File: src/rtl/parity_mod_pkg.sv
// Shared types and helpers for the parity-gated sequential modulo unit.
package parity_mod_pkg;

    typedef enum logic [1:0] {
        IDLE = 2'd0,
        CALC = 2'd1,
        DONE = 2'd2
    } pm_state_t;

    // Counter wide enough to hold values 0..width.
    function automatic int cnt_w(input int width);
        return $clog2(width + 1);
    endfunction

endpackage

File: src/rtl/mod_restore_step.sv
// One combinational restoring-division step: shift in the next dividend bit,
// subtract the divisor when it fits.
module mod_restore_step #(
    parameter int WIDTH = 4
) (
    input  logic [WIDTH:0]   rem_i,
    input  logic             dvd_msb_i,
    input  logic [WIDTH-1:0] b_i,
    output logic [WIDTH:0]   rem_o
);

    logic [WIDTH:0] shifted;
    logic           fits;

    assign shifted = {rem_i[WIDTH-1:0], dvd_msb_i};
    // rem_i[WIDTH] is always 0 in operation; including it keeps the compare exact.
    assign fits    = {rem_i, dvd_msb_i} >= {2'b00, b_i};
    assign rem_o   = fits ? (shifted - {1'b0, b_i}) : shifted;

endmodule

File: src/rtl/parity_mod_unit.sv
// Handshaked, multi-cycle a % b, computed only when the parity of a matches
// PARITY_ODD; otherwise the result is 0. b == 0 returns a with dz set.
module parity_mod_unit
    import parity_mod_pkg::*;
#(
    parameter int WIDTH      = 4,
    parameter bit PARITY_ODD = 1'b1
) (
    input  logic             clk,
    input  logic             rst_n,
    input  logic             in_valid,
    output logic             in_ready,
    input  logic [WIDTH-1:0] a,
    input  logic [WIDTH-1:0] b,
    output logic             out_valid,
    input  logic             out_ready,
    output logic [WIDTH-1:0] c,
    output logic             dz
);

    localparam int CW = cnt_w(WIDTH);
    localparam logic [CW-1:0] LAST_STEP = CW'(WIDTH - 1);

    pm_state_t        state_q, state_d;
    logic [WIDTH:0]   rem_q, rem_d;
    logic [WIDTH-1:0] dvd_q, dvd_d;
    logic [CW-1:0]    cnt_q, cnt_d;
    logic [WIDTH-1:0] b_q, b_d;
    logic [WIDTH-1:0] c_q, c_d;
    logic             dz_q, dz_d;
    logic [WIDTH:0]   rem_next;
    logic             gate_pass;

    mod_restore_step #(
        .WIDTH(WIDTH)
    ) u_step (
        .rem_i    (rem_q),
        .dvd_msb_i(dvd_q[WIDTH-1]),
        .b_i      (b_q),
        .rem_o    (rem_next)
    );

    assign gate_pass = ((^a) == PARITY_ODD);
    assign in_ready  = (state_q == IDLE);
    assign out_valid = (state_q == DONE);
    assign c         = c_q;
    assign dz        = dz_q;

    always_comb begin
        state_d = state_q;
        rem_d   = rem_q;
        dvd_d   = dvd_q;
        cnt_d   = cnt_q;
        b_d     = b_q;
        c_d     = c_q;
        dz_d    = dz_q;
        case (state_q)
            IDLE: begin
                if (in_valid) begin
                    b_d = b;
                    if (!gate_pass) begin
                        c_d     = '0;
                        dz_d    = 1'b0;
                        state_d = DONE;
                    end else if (b == '0) begin
                        c_d     = a;
                        dz_d    = 1'b1;
                        state_d = DONE;
                    end else begin
                        rem_d   = '0;
                        dvd_d   = a;
                        cnt_d   = '0;
                        state_d = CALC;
                    end
                end
            end
            CALC: begin
                rem_d = rem_next;
                dvd_d = {dvd_q[WIDTH-2:0], 1'b0};
                cnt_d = cnt_q + 1'b1;
                if (cnt_q == LAST_STEP) begin
                    c_d     = rem_next[WIDTH-1:0];
                    dz_d    = 1'b0;
                    state_d = DONE;
                end
            end
            DONE: begin
                if (out_ready) begin
                    state_d = IDLE;
                end
            end
            default: state_d = IDLE;
        endcase
    end

    always_ff @(posedge clk or negedge rst_n) begin
        if (!rst_n) begin
            state_q <= IDLE;
            rem_q   <= '0;
            dvd_q   <= '0;
            cnt_q   <= '0;
            b_q     <= '0;
            c_q     <= '0;
            dz_q    <= 1'b0;
        end else begin
            state_q <= state_d;
            rem_q   <= rem_d;
            dvd_q   <= dvd_d;
            cnt_q   <= cnt_d;
            b_q     <= b_d;
            c_q     <= c_d;
            dz_q    <= dz_d;
        end
    end

endmodule

File: config.mk
export PLATFORM = sky130hd
export DESIGN_NAME = parity_mod_unit
export DESIGN_NICKNAME = d
export VERILOG_FILES = /design/src/rtl/parity_mod_pkg.sv /design/src/rtl/mod_restore_step.sv /design/src/rtl/parity_mod_unit.sv
export SDC_FILE = /design/constraint.sdc
export NUM_CORES = 1
export LEC_CHECK = 0
export CAP_MARGIN = 20
export CORE_ASPECT_RATIO = 0.5
export CORE_MARGIN = 3
export CORE_UTILIZATION = 45
export CTS_BUF_LIST = sky130_fd_sc_hd__clkbuf_4 sky130_fd_sc_hd__clkbuf_8
export CTS_CLUSTER_SIZE = 14
export DETAILED_ROUTE_END_ITERATION = 8
export MAX_ROUTING_LAYER = met4
export PLACE_DENSITY = 0.68
export SETUP_SLACK_MARGIN = 0.5
export SYNTH_ARGS = -nofsm -noshare
export SYNTH_HDL_FRONTEND = slang
export SYNTH_SLANG_ARGS = --single-unit
File: constraint.sdc
create_clock -name clk -period 2.9 [get_ports clk]
set_clock_uncertainty 0.15 [all_clocks]
set_input_delay 0.29 -clock clk [delete_from_list [all_inputs] [get_ports clk]]
set_output_delay 0.29 -clock clk [all_outputs]
set_load 0.01 [all_outputs]
==> out/metrics.yaml, run 1 <==
leakage_nw: 0.721
crit_start: "dvd_q[3]"
status: "completed"
critPathCapture: "c[0]"
avgViaCountPerCell: 5.45
synth_cell_types: 42
r2r_slack_ns: 0.66
cp.arrival_ns: 2.23
clockRootBuffer: "clkbuf_8"
wl_met3_um: 163
drt_first_pass_iters: 4
clock-sinks: 23
grt_start_max_net_pins: 24
grt_antenna_before_repair: 0
reg2reg_to: "c[0]"
fmax_mhz: 446
postRouteAntennaNets: 0
holdWs_ns: 0.216
synth_area_um2: 1320
numCtsBuffers: 3
hold_path.class: "input pin to asynchronous set/reset pin"
dieHeight_um: 44.3
synth_compound_area_frac: 0.188
grt_pass1_wl_um: 4770
nFillCells: 238
final_util: 0.603
synth_nets: 152
synth_xor_area_frac: 0.0455
overflow: 0
p_switching_mw: 0.808
min_period_over_period: 0.773
portBuffers: 18
wl_met2_um: 1240
cp_max_fo: 8
dieWidth_um: 82.6
yosysSeqAreaShare: 0.436
drcViolationCount: 0
synthCells: 133
synth_top_cells_by_count: "dfrtp_1 (23), inv_1 (13), nand2_1 (12), nor2_1 (11), o21ai_0 (7)"
yosysMostFrequentCell: "dfrtp_1"
rows: 13
initial_utilization: 0.491
drt-initial-drc-count: 67
highest_layer: "met4"
wl_met1_um: 1500
cts_tree: "yes"
worst_slew_pin_slew_ns: 0.346
diodes: 0
dpl.hpwl_um: 2020
grt_usage: 0.178
core_um2: 2680
crit_path_start_kind: "register"
vias: 1057
tns_ns: 0
synth.area.top_cells: "dfrtp_1 (44%), ha_1 (5.7%), inv_1 (3.7%), nand2_1 (3.4%), nor2_1 (3.1%)"
synth_top_area_cell: "dfrtp_1"
synth_simple_gate_area_share: 0.141
cts_max_level: 1
synth-adder-area-share: 0.0721
die_area_um2: 3660
power_density_nw_per_um2: 1190
cp-end-kind: "register"
synth_warnings: 0
required_ns: 2.89
pwr-share-clk: 0.114
intPower_mw: 1.12
routed_wirelength_um: 2910
reg2reg_depth: 10
gp_congestion: 0.842
wl_per_cell_um: 15.0
muxShareOfSynthArea: 0.0512
synth_enable_flop_cells: 0
synthArstFlopShare: 1.00
p_comb_frac: 0.580
synth_seq_cells: 23
p_seq_frac: 0.307
yosys_most_used_dff: "dfrtp_1"
slew-limit-headroom: 0.769
setup_viol: 0
timing.rr.start: "dvd_q[3]"
avgSynthCellArea_um2: 9.92
hold_viol: 0
io_pins: 19
maxCapViolCount: 0
syn2layout_area_growth_pct: 22.8
switching_share: 0.420
clk_latency_ns: 0.27
ir_drop_v: 0.000505
rsz0062_at_grt: "false"
slew_violations: 0
path_clk_slew_ns: 0.09
clk_path_buf_depth: 2
synth_top_family_by_area: "compound AO/OA/AOI/OAI gates"
fin_crit_ns: 2.24
nets: 177
drive_above_1_share: 0.134
synth.top_cell.area_share: 0.436
grt_pass1_vias: 1026
path_class: "register to register"
critical path: stages (launching register included):
cell and delay [ns]:
dfrtp_1 0.40, inv_1 0.09, ha_1 0.16, inv_1 0.06
fa_2 0.35, a21o_1 0.17, a21oi_1 0.14, buf_4 0.17
a211oi_1 0.10, a41oi_2 0.22, a31oi_1 0.11
metrics by stage:
step                instances  area, µm²  total power, mW  setup slack, ns
floorplan                 133       1320             1.29            0.647
global placement          188       1550             1.60            0.533
detailed placement        188       1550             1.61            0.481
CTS                       192       1590             1.85            0.591
global route              194       1620             2.08            0.493
finish                    194       1620             1.92            0.658
final cells by class:
class	instances	area (µm²)	area share
multi-input combinational	92	667	0.412
sequential	23	576	0.355
timing repair buffer	25	233	0.144
clock buffer	4	48.8	0.0301
inverter	13	48.8	0.0301
tap	37	46.3	0.0286
worst min-delay path by stage:
stage | cells past startpoint | end | slack [ns]
after global routing | 2 | b_q[2] | 0.24
after detailed placement | 1 | cnt_q[0] | 0.33
final | 2 | b_q[2] | 0.22
after floorplan | 0 | b_q[0] | -0.16
after CTS | 2 | b_q[2] | 0.23
after global placement | 1 | cnt_q[0] | 0.32
cell families (layout without fill, tap and decap cells):
family                   Yosys count  in the layout
AO/OA/AOI/OAI                     36             36
XOR/XNOR                           6              6
adder cells (fa/ha/maj)            7              7
buffers and inverters             18             42
flip-flops                        23             23
multiplexers                       6              6
AND/OR/NAND/NOR                   37             37
power groups by stage:
stage / sequential [mW] / clock [mW] / combinational [mW]
2_1_floorplan: 0.561 / 0 / 0.733
3_3_place_gp: 0.590 / 0 / 1.01
4_1_cts: 0.588 / 0.220 / 1.04
5_1_grt: 0.609 / 0.235 / 1.23
6_report: 0.590 / 0.219 / 1.12
3_5_place_dp: 0.592 / 0 / 1.02
flip-flops by register name, indices dropped and copies added (netlist names):
signal / flops
rem_q: 5
dz: 1
b_q: 4
cnt_q: 3
c: 4
state_q: 2
dvd_q: 4
layout by cell type (no fill, tap or decap), types with 3 or more instances in the layout:
| master | n |
|---|---|
| a211oi_1 | 3 |
| a21oi_1 | 3 |
| a31oi_1 | 4 |
| buf_4 | 7 |
| clkbuf_8 | 3 |
| clkdlybuf4s50_1 | 18 |
| dfrtp_1 | 23 |
| ha_1 | 6 |
| inv_1 | 13 |
| mux2i_1 | 3 |
| nand2_1 | 12 |
| nor2_1 | 11 |
| o21ai_0 | 7 |
| o22ai_1 | 4 |
| xnor2_1 | 3 |
routing by layer:
layer	vias up	GRT usage
met5	-	-
met4	0	0.0195
li1	519	-
met2	27	0.268
met3	2	0.0447
met1	509	0.252
timing repair:
item                       4_1_cts  5_1_grt
setup buffers                    0        2
gates resized for setup          0        3
hold endpoints to repair         0        0
hold buffers                     0        0
setup endpoints to repair        0        4
No activity file was read; power rests on OpenSTA's default activity.
==> run 2: changes to the inputs <==
clock period = 2.15 ns   (was 2.9 ns; I/O delays follow)
==> run 2 against run 1 <==
Effect of this change: combinational power rose by 90%; setup slack got worse by 0.62 ns; fmax grew 6.4%; global-route usage rose by 3.5 points; wire length up 19%; core utilization grew 13 points; final cell count up 14%; sequential share of layout area down 6.2 points; critical path type unchanged.
==> out/metrics.yaml, run 2 (synthesis results as in run 1) <==
design_area_um2: 1970
io_pins: 19
grt_pass1_wl_um: 5510
fin_crit_ns: 2.11
rsz0062_at_grt: "true"
dieHeight_um: 44.3
clockRootBuffer: "clkbuf_8"
grt_usage: 0.213
finalNonFillerCells: 222
grt_pass1_vias: 1185
hold_path.class: "input pin to asynchronous set/reset pin"
slew_violations: 0
leakage_nw: 0.898
cpMostUsedCell: "inv_2"
place_inst: 203
power_mw: 3.22
dpl.hpwl_um: 2260
hold_viol: 0
pre_cts_slack_ns: -0.102
dpl_cell_area_um2: 1690
numCtsBuffers: 3
grt_start_max_net_pins: 24
drt_first_pass_iters: 4
vias: 1179
mostFrequentLayoutCells: "buf_4 (30), dfrtp_1 (21), inv_1 (11), nor2_1 (11), nand2_1 (11)"
min_period_over_period: 0.980
ir_drop_v: 0.000790
path_class: "register to register"
cpMaxStageDelayCell: "dfrtp_1"
avgViaCountPerCell: 5.31
cp-end-kind: "register"
clk_latency_ns: 0.27
cts_tree: "yes"
power_density_nw_per_um2: 1630
initial_utilization: 0.491
drt-initial-drc-count: 81
die_area_um2: 3660
syn2layout_area_growth_pct: 49.2
fmax_mhz: 475
grt_antenna_before_repair: 0
postRouteAntennaNets: 0
holdWs_ns: 0.126
core_um2: 2680
gp_congestion: 0.815
largest_register_ff_count: 5
slew-limit-headroom: 0.795
crit_chain: "inv_2, ha_4, inv_2, fa_2, a21o_1, a21oi_4, a21oi_1, a41oi_2, a31oi_1"
diodes: 0
holdBufCountCts: 0
setup_viol: 0
status: "completed"
path_clk_slew_ns: 0.09
dieWidth_um: 82.6
clock-sinks: 23
wl_per_cell_um: 15.6
portBuffers: 18
fin_ws_ns: 0.0426
final_util: 0.733
critPathBufInv: 2
final_common_cell: "buf_4"
crit_family: "compound AO/OA/AOI/OAI gates"
largest-register: "rem_q"
worst_slew_pin_slew_ns: 0.308
maxCapViolCount: 0
cp_max_fo: 5
tns_ns: 0
overflow: 0
crit_path_start_kind: "register"
cts_max_level: 1
routed_wirelength_um: 3470
rows: 13
nFillCells: 199
nets: 205
cp.arrival_ns: 2.11
clk_path_buf_depth: 2
required_ns: 2.15
slowest_delay_ns: 0.40
drcViolationCount: 0
drive_above_1_share: 0.368
-- run 2: layout make-up --
type,instances,area [µm²],area share
inverters,13,48.8,0.0248
repair buffers,53,453,0.230
multi-input cells,92,793,0.403
flip-flops and latches,23,578,0.294
well taps,37,46.3,0.0235
clock buffers,4,48.8,0.0248
-- run 2: path summary, 6_finish.rpt --
check	slack, ns	to	startpoint	cells after the start
max	0.04	c[1]	dvd_q[3]	9
min reg2reg	0.38	cnt_q[1]	cnt_q[1]	1
max reg2reg	0.04	c[1]	dvd_q[3]	9
max in group asynchronous	1.45	state_q[1]	rst_n	2
min in group clk	0.13	b_q[2]	b[2]	3
min	0.13	b_q[1]	rst_n	2
-- run 2: report_power, final --
| part | total, mW | leakage, nW | internal [mW] | switching, mW |
|---|---|---|---|---|
| Combinational | 2.13 | 0.590 | 1.08 | 1.05 |
| Sequential | 0.781 | 0.282 | 0.637 | 0.144 |
| Clock | 0.303 | 0.0262 | 0.146 | 0.157 |
| Total | 3.22 | 0.898 | 1.86 | 1.35 |
-- run 2: routing by layer --
layer,GRT usage,part of all wire,vias up
met5,-,0,-
met4,0.0554,0.0037,0
met3,0.0630,0.069,2
met2,0.307,0.45,36
met1,0.293,0.48,562
li1,-,-,579
-- run 2: what timing repair did --
| item | in CTS | in global routing |
|---|---|---|
| gates resized for setup | 31 | 12 |
| hold endpoints to repair | 0 | 0 |
| pin swaps | 14 | 7 |
| setup endpoints to repair | 21 | 14 |
| setup buffers | 10 | 5 |
==> run 3: changes to the inputs <==
CORE_MARGIN = unset   (was 3)
==> run 3 against run 2 <==
Effect of this change: worst hold slack better by 0.022 ns; critical path depth did not move; non-clock buffer count down 14; final cell count down 6.3%; global-route usage is 1.7 points higher; fmax is 0.61% higher; sequential power grew 5.0%; clock-buffer cell count is 1 lower; critical endpoint unchanged; largest cell class unchanged; largest power group unchanged.
==> out/metrics.yaml, run 3 (synthesis results as in run 1) <==
p_seq_frac: 0.282
cp-end-kind: "register"
largest-register: "rem_q"
initial_utilization: 0.491
fin_crit_ns: 2.09
io_pins: 19
drive_above_1_share: 0.275
grt_pass1_wl_um: 5010
portBuffers: 18
gp_congestion: 0.827
min_period_over_period: 0.974
p_comb_frac: 0.623
nets: 191
die_area_um2: 3160
fmax_mhz: 477
ir_drop_v: 0.000730
tns_ns: 0
core_um2: 2680
avgViaCountPerCell: 5.32
holdBufCountCts: 0
worst_slew_pin_slew_ns: 0.392
pwr-share-clk: 0.095
cts_tree: "yes"
dieHeight_um: 40.3
design_area_um2: 1790
dpl.hpwl_um: 2280
overflow: 0
p_switching_mw: 1.22
required_ns: 2.14
hold_path.class: "input pin to asynchronous set/reset pin"
drcViolationCount: 0
timing.rr.start: "dvd_q[3]"
leakage_nw: 0.818
setup_viol: 0
rows: 13
path_clk_slew_ns: 0.09
slew_violations: 0
maxCapViolCount: 0
clockRootBuffer: "clkbuf_8"
largest_register_ff_count: 5
cp.arrival_ns: 2.09
finalNonFillerCells: 208
power_density_nw_per_um2: 1620
nFillCells: 230
crit_path_start_kind: "register"
final_common_cell: "dfrtp_1"
wl_per_cell_um: 14.8
syn2layout_area_growth_pct: 36.0
place_inst: 200
switching_share: 0.421
drt_first_pass_iters: 4
slew-limit-headroom: 0.738
postRouteAntennaNets: 0
routed_wirelength_um: 3080
mostFrequentLayoutCells: "dfrtp_1 (23), buf_4 (20), nand2_1 (12), inv_1 (11), nor2_1 (11)"
diodes: 0
numCtsBuffers: 3
grt_start_max_net_pins: 24
cts_max_level: 1
dieWidth_um: 78.6
cp_max_fo: 6
hold_viol: 0
path_class: "register to register"
dpl_cell_area_um2: 1660
intPower_mw: 1.68
rsz0062_at_grt: "true"
clock-sinks: 23
multi_input_area_um2: 744
grt_antenna_before_repair: 0
drt-initial-drc-count: 67
grt_usage: 0.229
clk_path_buf_depth: 2
seqCellArea_um2: 576
vias: 1107
grt_pass1_vias: 1056
final_util: 0.668
status: "completed"
clk_latency_ns: 0.27
crit_start: "dvd_q[3]"
run 3: changes by cell type in the layout (fill, tap and decap cells not counted), moves of 2 or more:
cell / previous run / this run
buf_4: 30 / 20
dfrtp_2: 2 / 0
clkdlybuf4s15_1: 2 / 0
buf_6: 4 / 1
dlygate4sd2_1: 6 / 8
dfrtp_1: 21 / 23
clkbuf_2: 2 / 0
clkdlybuf4s50_1: 8 / 10
run 3: metrics by stage:
stage	power [mW]	setup WS, ns	hold WS, ns
floorplan	1.82	0.143	-0.231
global placement	2.39	-0.0316	0.325
detailed placement	2.43	-0.0750	0.337
CTS	2.84	0.0342	0.147
global route	3.12	-0.0313	0.158
finish	2.90	0.0553	0.147
run 3: final timing paths:
kind                            slack, ns  cells past startpoint        to
worst max-delay path                 0.06                      9      c[1]
worst min-delay path                 0.15                      2  cnt_q[2]
worst max register to register       0.06                      9      c[1]
worst min register to register       0.37                      2  cnt_q[2]
max in group asynchronous            1.47                      2      c[1]
min in group clk                     0.15                      3    b_q[3]
run 3: metal layers:
metal / routed length, µm / track usage / vias up
li1: - / - / 551
met1: 1650 / 0.303 / 531
met2: 1270 / 0.354 / 21
met4: 39 / 0.0787 / 0
met3: 119 / 0.0523 / 4
met5: 0 / - / -
run 3: repair_timing:
action                                  CTS  global route
endpoints found under the setup margin   21            16
pin swaps                                 9             3
resized for setup                        18             5
buffers inserted                          4             0
run 3: final cells by class:
cell class | count | share of cell area
clock inverter | 1 | 0.00279
timing repair buffer | 39 | 0.185
multi-input combinational | 92 | 0.415
clock buffer | 3 | 0.0230
inverter | 13 | 0.0272
sequential | 23 | 0.321
tap | 37 | 0.0258
run 3: power groups by stage:
stage	clock, mW	sequential, mW	combinational [mW]
after floorplan	0	0.760	1.06
after global placement	0	0.813	1.58
after detailed placement	0	0.817	1.61
after CTS	0.286	0.808	1.75
after global routing	0.301	0.843	1.98
final	0.276	0.820	1.81
run 3: worst max-delay path: stages, from the launching register on:
cell,delay [ns]
dfrtp_1,0.40
inv_2,0.08
ha_4,0.12
inv_2,0.03
fa_2,0.33
a21o_1,0.19
a21oi_4,0.22
a21oi_1,0.12
a41oi_2,0.22
a31oi_1,0.11
